==> src/rtl/traffic_light_fsm_param.sv <==
// Parametrised traffic/pedestrian light controller clocked by the 1 Hz seconds_clk.
// Define FLASH_MODE_EN to add the flash_en input and the flashing FLASH state.
module traffic_light_fsm_param #(
  parameter int CNT_W    = 5,
  parameter int T_INIT   = 12,
  parameter int T_GREEN  = 6,
  parameter int T_EXT    = 3,
  parameter int T_YELLOW = 2,
  parameter int T_WALK   = 3,
  parameter int MAX_EXT  = 1
) (
  input  logic       seconds_clk,
  input  logic       rst,
  input  logic       sensor,
  input  logic       walk_req,
`ifdef FLASH_MODE_EN
  input  logic       flash_en,
`endif
  output logic       Gm,
  output logic       Ym,
  output logic       Rm,
  output logic       Gs,
  output logic       Ys,
  output logic       Rs,
  output logic       walk_lamp,
  output logic       walk_pending,
  output logic [3:0] state_out
);

  typedef enum logic [3:0] {
    S_INIT  = 4'd0,
    S_GMI   = 4'd1,
    S_YM    = 4'd2,
    S_GS    = 4'd3,
    S_GSE   = 4'd4,
    S_YS    = 4'd5,
    S_GMA   = 4'd6,
    S_GME   = 4'd7,
    S_WALK  = 4'd8,
    S_FLASH = 4'd9
  } state_t;

  typedef struct packed {
    logic gm, ym, rm, gs, ys, rs, walk;
  } lamps_t;

  localparam int EXT_W = (MAX_EXT < 1) ? 1 : $clog2(MAX_EXT + 1);

  // Last timer value of each phase; a phase of length T exits when timer == T-1.
  localparam logic [CNT_W-1:0] INIT_LAST   = CNT_W'(T_INIT - 1);
  localparam logic [CNT_W-1:0] GREEN_LAST  = CNT_W'(T_GREEN - 1);
  localparam logic [CNT_W-1:0] EXT_LAST    = CNT_W'(T_EXT - 1);
  localparam logic [CNT_W-1:0] YELLOW_LAST = CNT_W'(T_YELLOW - 1);
  localparam logic [CNT_W-1:0] WALK_LAST   = CNT_W'(T_WALK - 1);
  localparam logic [EXT_W-1:0] EXT_LIMIT   = EXT_W'(MAX_EXT);

  state_t           state_q, state_d;
  logic [CNT_W-1:0] timer_q, timer_d;
  logic [EXT_W-1:0] ext_cnt_q, ext_cnt_d;
  logic             walk_pending_q, walk_pending_d;
  lamps_t           lamps_q, lamps_d;
  logic             restart;
  logic             ext_ok;

  always_comb begin
    // NOTE: every signal assigned here gets a default first so no path can infer a latch.
    state_d        = state_q;
    ext_cnt_d      = ext_cnt_q;
    restart        = 1'b0;
    ext_ok         = sensor && (ext_cnt_q < EXT_LIMIT);

    case (state_q)
      S_INIT: begin
        state_d = S_GMI;
        restart = 1'b1;
      end
      S_GMI: if (timer_q == INIT_LAST) begin
        state_d = S_YM;
        restart = 1'b1;
      end
      S_YM: if (timer_q == YELLOW_LAST) begin
        state_d = (walk_pending_q || walk_req) ? S_WALK : S_GS;
        restart = 1'b1;
      end
      S_WALK: if (timer_q == WALK_LAST) begin
        state_d = S_GS;
        restart = 1'b1;
      end
      S_GS: if (timer_q == GREEN_LAST) begin
        state_d = ext_ok ? S_GSE : S_YS;
        restart = 1'b1;
      end
      S_GSE: if (timer_q == EXT_LAST) begin
        state_d = ext_ok ? S_GSE : S_YS;
        restart = 1'b1;
      end
      S_YS: if (timer_q == YELLOW_LAST) begin
        state_d = S_GMA;
        restart = 1'b1;
      end
      S_GMA: if (timer_q == GREEN_LAST) begin
        state_d = ext_ok ? S_GME : S_YM;
        restart = 1'b1;
      end
      S_GME: if (timer_q == EXT_LAST) begin
        state_d = ext_ok ? S_GME : S_YM;
        restart = 1'b1;
      end
      default: begin
        // FLASH with flash_en released, and any unreachable code, falls back to INIT.
        state_d   = S_INIT;
        restart   = 1'b1;
        ext_cnt_d = '0;
      end
    endcase

    if (restart) begin
      case (state_d)
        S_GSE, S_GME: ext_cnt_d = ext_cnt_q + EXT_W'(1);
        S_YS, S_YM:   ext_cnt_d = '0;
        default:      ;
      endcase
    end

    timer_d = restart ? '0 : timer_q + CNT_W'(1);

    // Entering WALK consumes the request and wins over a same-edge set.
    walk_pending_d = walk_pending_q || (walk_req && (state_q != S_WALK));
    if (restart && (state_d == S_WALK)) walk_pending_d = 1'b0;

`ifdef FLASH_MODE_EN
    if (flash_en) begin
      state_d        = S_FLASH;
      timer_d        = (state_q == S_FLASH) ? timer_q + CNT_W'(1) : '0;
      ext_cnt_d      = '0;
      walk_pending_d = 1'b0;
    end
`endif

    // Lamps are registered from the next state so they always match state_q.
    lamps_d = '0;
    case (state_d)
      S_GMI, S_GMA, S_GME: begin lamps_d.gm = 1'b1; lamps_d.rs = 1'b1; end
      S_YM:                begin lamps_d.ym = 1'b1; lamps_d.rs = 1'b1; end
      S_GS, S_GSE:         begin lamps_d.gs = 1'b1; lamps_d.rm = 1'b1; end
      S_YS:                begin lamps_d.ys = 1'b1; lamps_d.rm = 1'b1; end
      S_WALK: begin
        lamps_d.rm   = 1'b1;
        lamps_d.rs   = 1'b1;
        lamps_d.walk = 1'b1;
      end
`ifdef FLASH_MODE_EN
      S_FLASH: begin
        lamps_d.ym = ~timer_d[0];
        lamps_d.rs = ~timer_d[0];
      end
`endif
      default: ;
    endcase
  end

  always_ff @(posedge seconds_clk) begin
    // NOTE: sequential state uses non-blocking assignments so all flops update from pre-edge values.
    if (rst) begin
      state_q        <= S_INIT;
      timer_q        <= '0;
      ext_cnt_q      <= '0;
      walk_pending_q <= 1'b0;
      lamps_q        <= '0;
    end else begin
      state_q        <= state_d;
      timer_q        <= timer_d;
      ext_cnt_q      <= ext_cnt_d;
      walk_pending_q <= walk_pending_d;
      lamps_q        <= lamps_d;
    end
  end

  assign Gm           = lamps_q.gm;
  assign Ym           = lamps_q.ym;
  assign Rm           = lamps_q.rm;
  assign Gs           = lamps_q.gs;
  assign Ys           = lamps_q.ys;
  assign Rs           = lamps_q.rs;
  assign walk_lamp    = lamps_q.walk;
  assign walk_pending = walk_pending_q;
  assign state_out    = state_q;

endmodule
==> config.mk <==
export PLATFORM = sky130hd
export DESIGN_NAME = traffic_light_fsm_param
export DESIGN_NICKNAME = d
export VERILOG_FILES = /design/src/rtl/traffic_light_fsm_param.sv
export SDC_FILE = /design/constraint.sdc
export NUM_CORES = 1
export LEC_CHECK = 0
export CAP_MARGIN = 20
export CORE_AREA = 2 2 54 43
export DETAILED_ROUTE_END_ITERATION = 8
export DIE_AREA = 0 0 56 45
export PLACE_DENSITY_LB_ADDON = 0.15
export RECOVER_POWER = 25
export SYNTH_ARGS = -nofsm -noshare
export SYNTH_HDL_FRONTEND = slang
export SYNTH_SLANG_ARGS = --single-unit
==> constraint.sdc <==
create_clock -name seconds_clk -period 4.82 [get_ports seconds_clk]
set_input_delay 0.723 -clock seconds_clk [delete_from_list [all_inputs] [get_ports seconds_clk]]
set_output_delay 0.723 -clock seconds_clk [all_outputs]
set_load 0.02 [all_outputs]
==> results of run 1 <==
==> power groups by stage <==
stage / registers, uW / clock network [uW] / logic, uW
after floorplan: 170 / 0 / 41.4
after global routing: 167 / 103 / 66.3
after CTS: 165 / 99.1 / 62.0
after detailed placement: 169 / 0 / 61.7
after global placement: 168 / 0 / 60.6
final: 165 / 96.5 / 59.8
==> Yosys cell counts (3+ instances only) <==
master | n | area [um2]
inv_1 | 5 | 18.77
o21ai_0 | 3 | 15.01
a21oi_1 | 8 | 40.04
a31oi_1 | 3 | 18.77
nor3_1 | 8 | 40.04
nor2_1 | 10 | 37.54
a21o_1 | 3 | 22.52
dfxtp_1 | 18 | 360.4
ha_1 | 3 | 37.54
nand3_1 | 3 | 15.01
nor2b_1 | 3 | 18.77
clkbuf_1 | 6 | 22.52
nand2_1 | 4 | 15.01
nand2b_1 | 7 | 43.79
==> through the flow <==
step	util	total power, uW
CTS	0.6371	326.4
floorplan	-	211.0
global route	0.6352	336.3
detailed placement	0.6186	230.6
global placement	0.6186	228.9
finish	0.6352	321.8
==> worst min path at each step <==
| stage | end | start | cells past startpoint | slack, ns |
|---|---|---|---|---|
| floorplan | timer_q[0] | timer_q[0] | 1 | 0.48 |
| global placement | timer_q[0] | timer_q[0] | 1 | 0.51 |
| detailed placement | timer_q[0] | timer_q[0] | 1 | 0.52 |
| CTS | timer_q[0] | timer_q[0] | 1 | 0.53 |
| global route | timer_q[0] | timer_q[0] | 1 | 0.58 |
| finish | timer_q[0] | timer_q[0] | 1 | 0.53 |
==> state kept, by name, summed over array words and instances (netlist names) <==
name,flops
state_out,4
Gs,1
timer_q,5
Rm,1
Rs,1
Ys,1
Gm,1
walk_pending,1
ext_cnt_q,1
walk_lamp,1
Ym,1
==> cell type report <==
| class | count | area [um2] | share of cell area |
|---|---|---|---|
| multi-input combinational | 92 | 646.9 | 0.5191 |
| sequential | 18 | 360.3 | 0.2892 |
| timing repair buffer | 15 | 150.1 | 0.1205 |
| clock buffer | 4 | 36.28 | 0.02912 |
| tap | 24 | 30.03 | 0.02410 |
| inverter | 6 | 22.52 | 0.01807 |
==> cell families after synthesis <==
| family | share of synthesized area |
|---|---|
| and+or+nand+nor | 0.3137 |
| AOI/OAI and AO/OA | 0.2394 |
| DFF | 0.3396 |
| buffers and inverters | 0.04716 |
| xor gates and xnor gates | 0.02477 |
| adders and majority gates | 0.03538 |
==> metal layers <==
| layer | vias up | track usage | wire length [um] |
|---|---|---|---|
| met2 | 29 | 0.3153 | 917 |
| met4 | 0 | 0.04286 | 22 |
| met5 | - | 0 | 0 |
| met3 | 5 | 0.05158 | 150 |
| met1 | 457 | 0.2758 | 1168 |
| li1 | 476 | - | - |
==> results.md, run 1 <==
* Outcome: finished, final reports clean
* WP buf/inv at 0
* CP Capture Point: ext_cnt_q
* Reg2reg start: timer_q[0]
* DRT Pass-1 Iters at 4
* Final wirelength at 2258 um
* Switch Pwr at ~94 uW
* Commonest non-fill, non-tap cell in the layout: dfxtp_1
* R2r worst-path depth at 7
* Vias in the first global route at roughly 850
* Setup TNS at 0 ns
* DRT antenna net count at 0
* Core Box Area at around 2000 um2
* Fmax achieved at ~380 MHz
* Setup Buffers After CTS at 0
* Most frequent cells in the layout: 18 x dfxtp_1, 10 x nor2_1, 9 x clkdlybuf4s50_1, 8 x a21oi_1, 8 x nor3_1
* Via/cell ratio at 6.082
* Max IR drop VDD at about 0.23 mV
* Die Area at 2520 um2
* Crit path largest cell delay at around 0.55 ns
* Drt drc at 0
* CP dominant cell by count: a311o_1
* Int Power at 228.0 uW
* Layout cells sized above 1 at 0.09630
* Data required, critical path at roughly 5.0 ns
* CTS tree: done
* Syn-to-layout area delta at 17.45%
* Asr flop ratio synth at 0
* Clk sinks at 18
* Design area at 1246 um2
* Period utilisation layout at 0.5532
* Initial DRC count at 26
* Post-CTS Hold Fix Bufs at 0
* Period minus WS final at between 2 and 3 ns
* Die X at ~56 um
* # fillers at 187
* RSZ-0062 raised after global routing: false
* Final Skew at 0.01003 ns
* Combinational power share at 0.186
* Final non-filler cell total at between 150 and 200
* Cells after Synth at 123
* Num CTS Buffers at 3
* Post-Place Cells at approximately 160
* Worst slew pin tran at 0.8486 ns
* Largest net degree at the start of global routing at 19
* Power share of the sequential group at 0.514
* Clk pwr share at 0.300
* Netlist Area Pre-Place at roughly 1100 um2
* Cell area after placement at 1214 um2
* Max-cap violation count at 0
* Row Count at 14
* Share of the yosys chip area belonging to registers at 0.3396
* Worst-path cell chain: ha_1, or4b_1, or3_1, a311o_1, nor2_2, a2111oi_4, a311o_1
* Crit path launch: timer_q[0]
* Wire per inst at roughly 14 um
* Slew Viols, Final at 0
* Crit path depth at 7
* Switch share at 0.2915
* Input/output buffers at 15
* Ys flop type: dfxtp_1
* Vias at between 900 and 1000
* Hold slack at ~0.53 ns
* Setup crit start kind: flip-flop
* Final WS setup at 2.154 ns
* CP Max Fanout at 6
* Overflow after GRT at 0
* Nets at about 140
* First-pass GRT wire length at around 3900 um
* Post-Syn Nets at 130
* Setup WS pre-CTS at ~2 ns
* Slew HR at 0.4196
* Latest clock arrival within the worst-skew pair at approximately 0.30 ns
* CTS Buffer Depth at 2
* Synth unique cells at 46
* Worst hold path class: flip-flop to flip-flop
* Leak at ~0.00047 uW
* Post-CTS resize count at 0
* EDFF count, synth at 0
* Worst-path clk slew at approximately 0.10 ns
* R2R Path End: ext_cnt_q
* CP Capture Type: flip-flop
* Die Span Y at between 40 and 50 um
* IO Pins at 16
* CP arrival at approximately 2.9 ns
* Crit Path Category: flip-flop to flip-flop
* Power density over cell area at 258.2 nW/um2
* Clock Tree Root: clkbuf_4
* Gpl congestion at slightly below 0.8
* Crit-path slowest cell: or4b_1
* # H-tree levels at 1
* Largest delay share family, worst path: simple AND/OR/NAND/NOR gates
* GR Util All Layers at 0.1981
* Initial Util at 0.5408
* FF-to-FF setup slack at around 2.2 ns
* Syn avg cell area at 8.626 um2
* DPL Wire Length at ~1600 um
* Antenna violations before repair at 0
* Yosys warnings at 0
* Antenna Cells at 0
* Endpoints failing setup at 0
* Register bit total from synthesis at 18
* Final hold violations at 0
Power figures use the tool's default switching activity.
==> run 2, diff against run 1 <==
Settings changed: CORE_AREA 2 2 54 43 to 2 2 56 45, DIE_AREA 0 0 56 45 to 0 0 58 47.
Clock period 4.82 ns to 2.52 ns, I/O delays scaled along.
==> run 2 against run 1 <==
Routed wire length is 5.1% higher. Critical path depth grew 1. Count of clock-buffer cells in the layout stayed put. Non-clock buffer count is 11 higher. Highest routed layer unchanged.
==> results.md, run 2 (synthesized netlist as in run 1, its figures left out) <==
* Outcome: finished, final reports clean
* Switch share at 0.2851
* Fmax achieved at about 410 MHz
* Setup Buffers After CTS at 0
* Period minus WS final at around 2.4 ns
* Final WS setup at 0.09491 ns
* Leak at about 0.00053 uW
* Most frequent cells in the layout: 16 x dfxtp_1, 11 x buf_4, 10 x nor2_1
* Final wirelength at 2374 um
* IO Pins at 16
* Latest clock arrival within the worst-skew pair at approximately 0.29 ns
* Num CTS Buffers at 3
* Biggest register: timer_q
* Largest net degree at the start of global routing at 18
* Die Span Y at roughly 47 um
* Overflow after GRT at 0
* Syn-to-layout area delta at 29.60%
* Final core utilization at 0.6316
* DRT antenna net count at 0
* CP Max Fanout at 5
* Final hold violations at 0
* Cell area after placement at ~1300 um2
* Worst slew pin tran at ~0.48 ns
* Largest register FFs at 5
* Crit Path Category: flip-flop to flip-flop
* Slew HR at 0.6825
* Wire per inst at 13.88 um
* Max IR drop VDD at 0.3716 mV
* Worst hold path class: flip-flop to flip-flop
* CTS tree: done
* Endpoints failing setup at 0
* Multi-input combinational cell area at between 600 and 700 um2
* Clk sinks at 18
* Clock Tree Root: clkbuf_4
* FF-to-FF setup slack at roughly 0.095 ns
* First-pass GRT wire length at ~4000 um
* CP Capture Type: flip-flop
* Die Area at around 2700 um2
* Vias at roughly 1000
* CTS Buffer Depth at 2
* Post-CTS Hold Fix Bufs at 0
* Layout cells sized above 1 at 0.2123
* Antenna violations before repair at 0
* Commonest non-fill, non-tap cell in the layout: dfxtp_1
* DPL Wire Length at roughly 1800 um
* Overall power at 638.1 uW
* Max-cap violation count at 0
* Die X at around 58 um
* Clk pwr share at 0.280
* Gpl congestion at approximately 0.84
* Setup WS pre-CTS at 0.005612 ns
* Period utilisation layout at 0.9623
* Antenna Cells at 0
* Power share of the sequential group at 0.496
* Switch Pwr at 181.9 uW
* Slew Viols, Final at 0
* Final Skew at roughly 0.0059 ns
* Worst-path clk slew at around 0.10 ns
* Row Count at 15
* Int Power at 456.1 uW
* Drt drc at 0
* Via/cell ratio at slightly below 6
* # H-tree levels at 1
* DRT Pass-1 Iters at 4
* CP arrival at 2.61 ns
* Input/output buffers at 15
* Vias in the first global route at around 860
* Combinational power share at 0.224
* Data required, critical path at around 2.7 ns
* # fillers at a little under 200
* RSZ-0062 raised after global routing: true
* Initial Util at 0.4874
* Core Box Area at ~2200 um2
* Final non-filler cell total at about 170
* Nets at between 150 and 200
* GR Util All Layers at 0.1956
* Power density over cell area at between 400 and 500 nW/um2
* Reg area at roughly 370 um2
* Setup crit start kind: flip-flop
* Initial DRC count at 51
* Post-Place Cells at 167
* Design area at around 1400 um2
run 2: cell types whose count changed in the layout (fill, tap and decap cells not counted), moves of 2 or more:
| cell | change |
|---|---|
| or4b_4 | +2 |
| buf_4 | +11 |
| dfxtp_1 | -2 |
| or4b_1 | -2 |
run 2: final cells by class:
cell class,count,share of cell area
flip-flops and latches,18,0.2657
clock buffers,4,0.02639
inverters,6,0.01638
multi-input cells,92,0.4995
repair buffers,26,0.1692
well taps,25,0.02275
run 2: power groups by stage:
stage	Sequential, uW	Combinational (uW)	Clock (uW)
after floorplan	324	79.2	0
after global placement	319	136	0
after detailed placement	320	138	0
after CTS	314	139	186
after global routing	319	157	194
final	316	143	179
run 2: repair_timing:
item,4_1_cts,5_1_grt
endpoints found under the setup margin,1,2
cloned,0,0
pin swaps,1,5
gates resized for setup,1,9
run 2: per-layer routing:
layer / wire length, um / GRT usage
met1: 1200 / 0.2793
met2: 1031 / 0.2955
met3: 126 / 0.05234
met4: 15 / 0.05116
met5: 0 / 0
run 2: final timing paths:
| check | startpoint | endpoint | cells after the start |
|---|---|---|---|
| worst max-delay path | timer_q[0] | ext_cnt_q | 8 |
| worst max register to register | timer_q[0] | ext_cnt_q | 8 |
| worst min register to register | timer_q[0] | timer_q[0] | 1 |
| worst min-delay path | timer_q[0] | timer_q[0] | 1 |
run 2: stage by stage:
stage               hold slack, ns  setup TNS (ns)
floorplan                   0.4843               0
global placement            0.4898               0
detailed placement          0.5056               0
CTS                         0.5213               0
global route                0.4936       -0.004510
finish                      0.4716               0
run 2: critical path: stages (launching register included):
cell and delay [ns]:
dfxtp_4 0.38, inv_1 0.06, ha_1 0.13, or4b_4 0.49, or4_1 0.51, a21oi_2 0.20
nor4bb_4 0.09, a21o_1 0.17, a311o_1 0.30
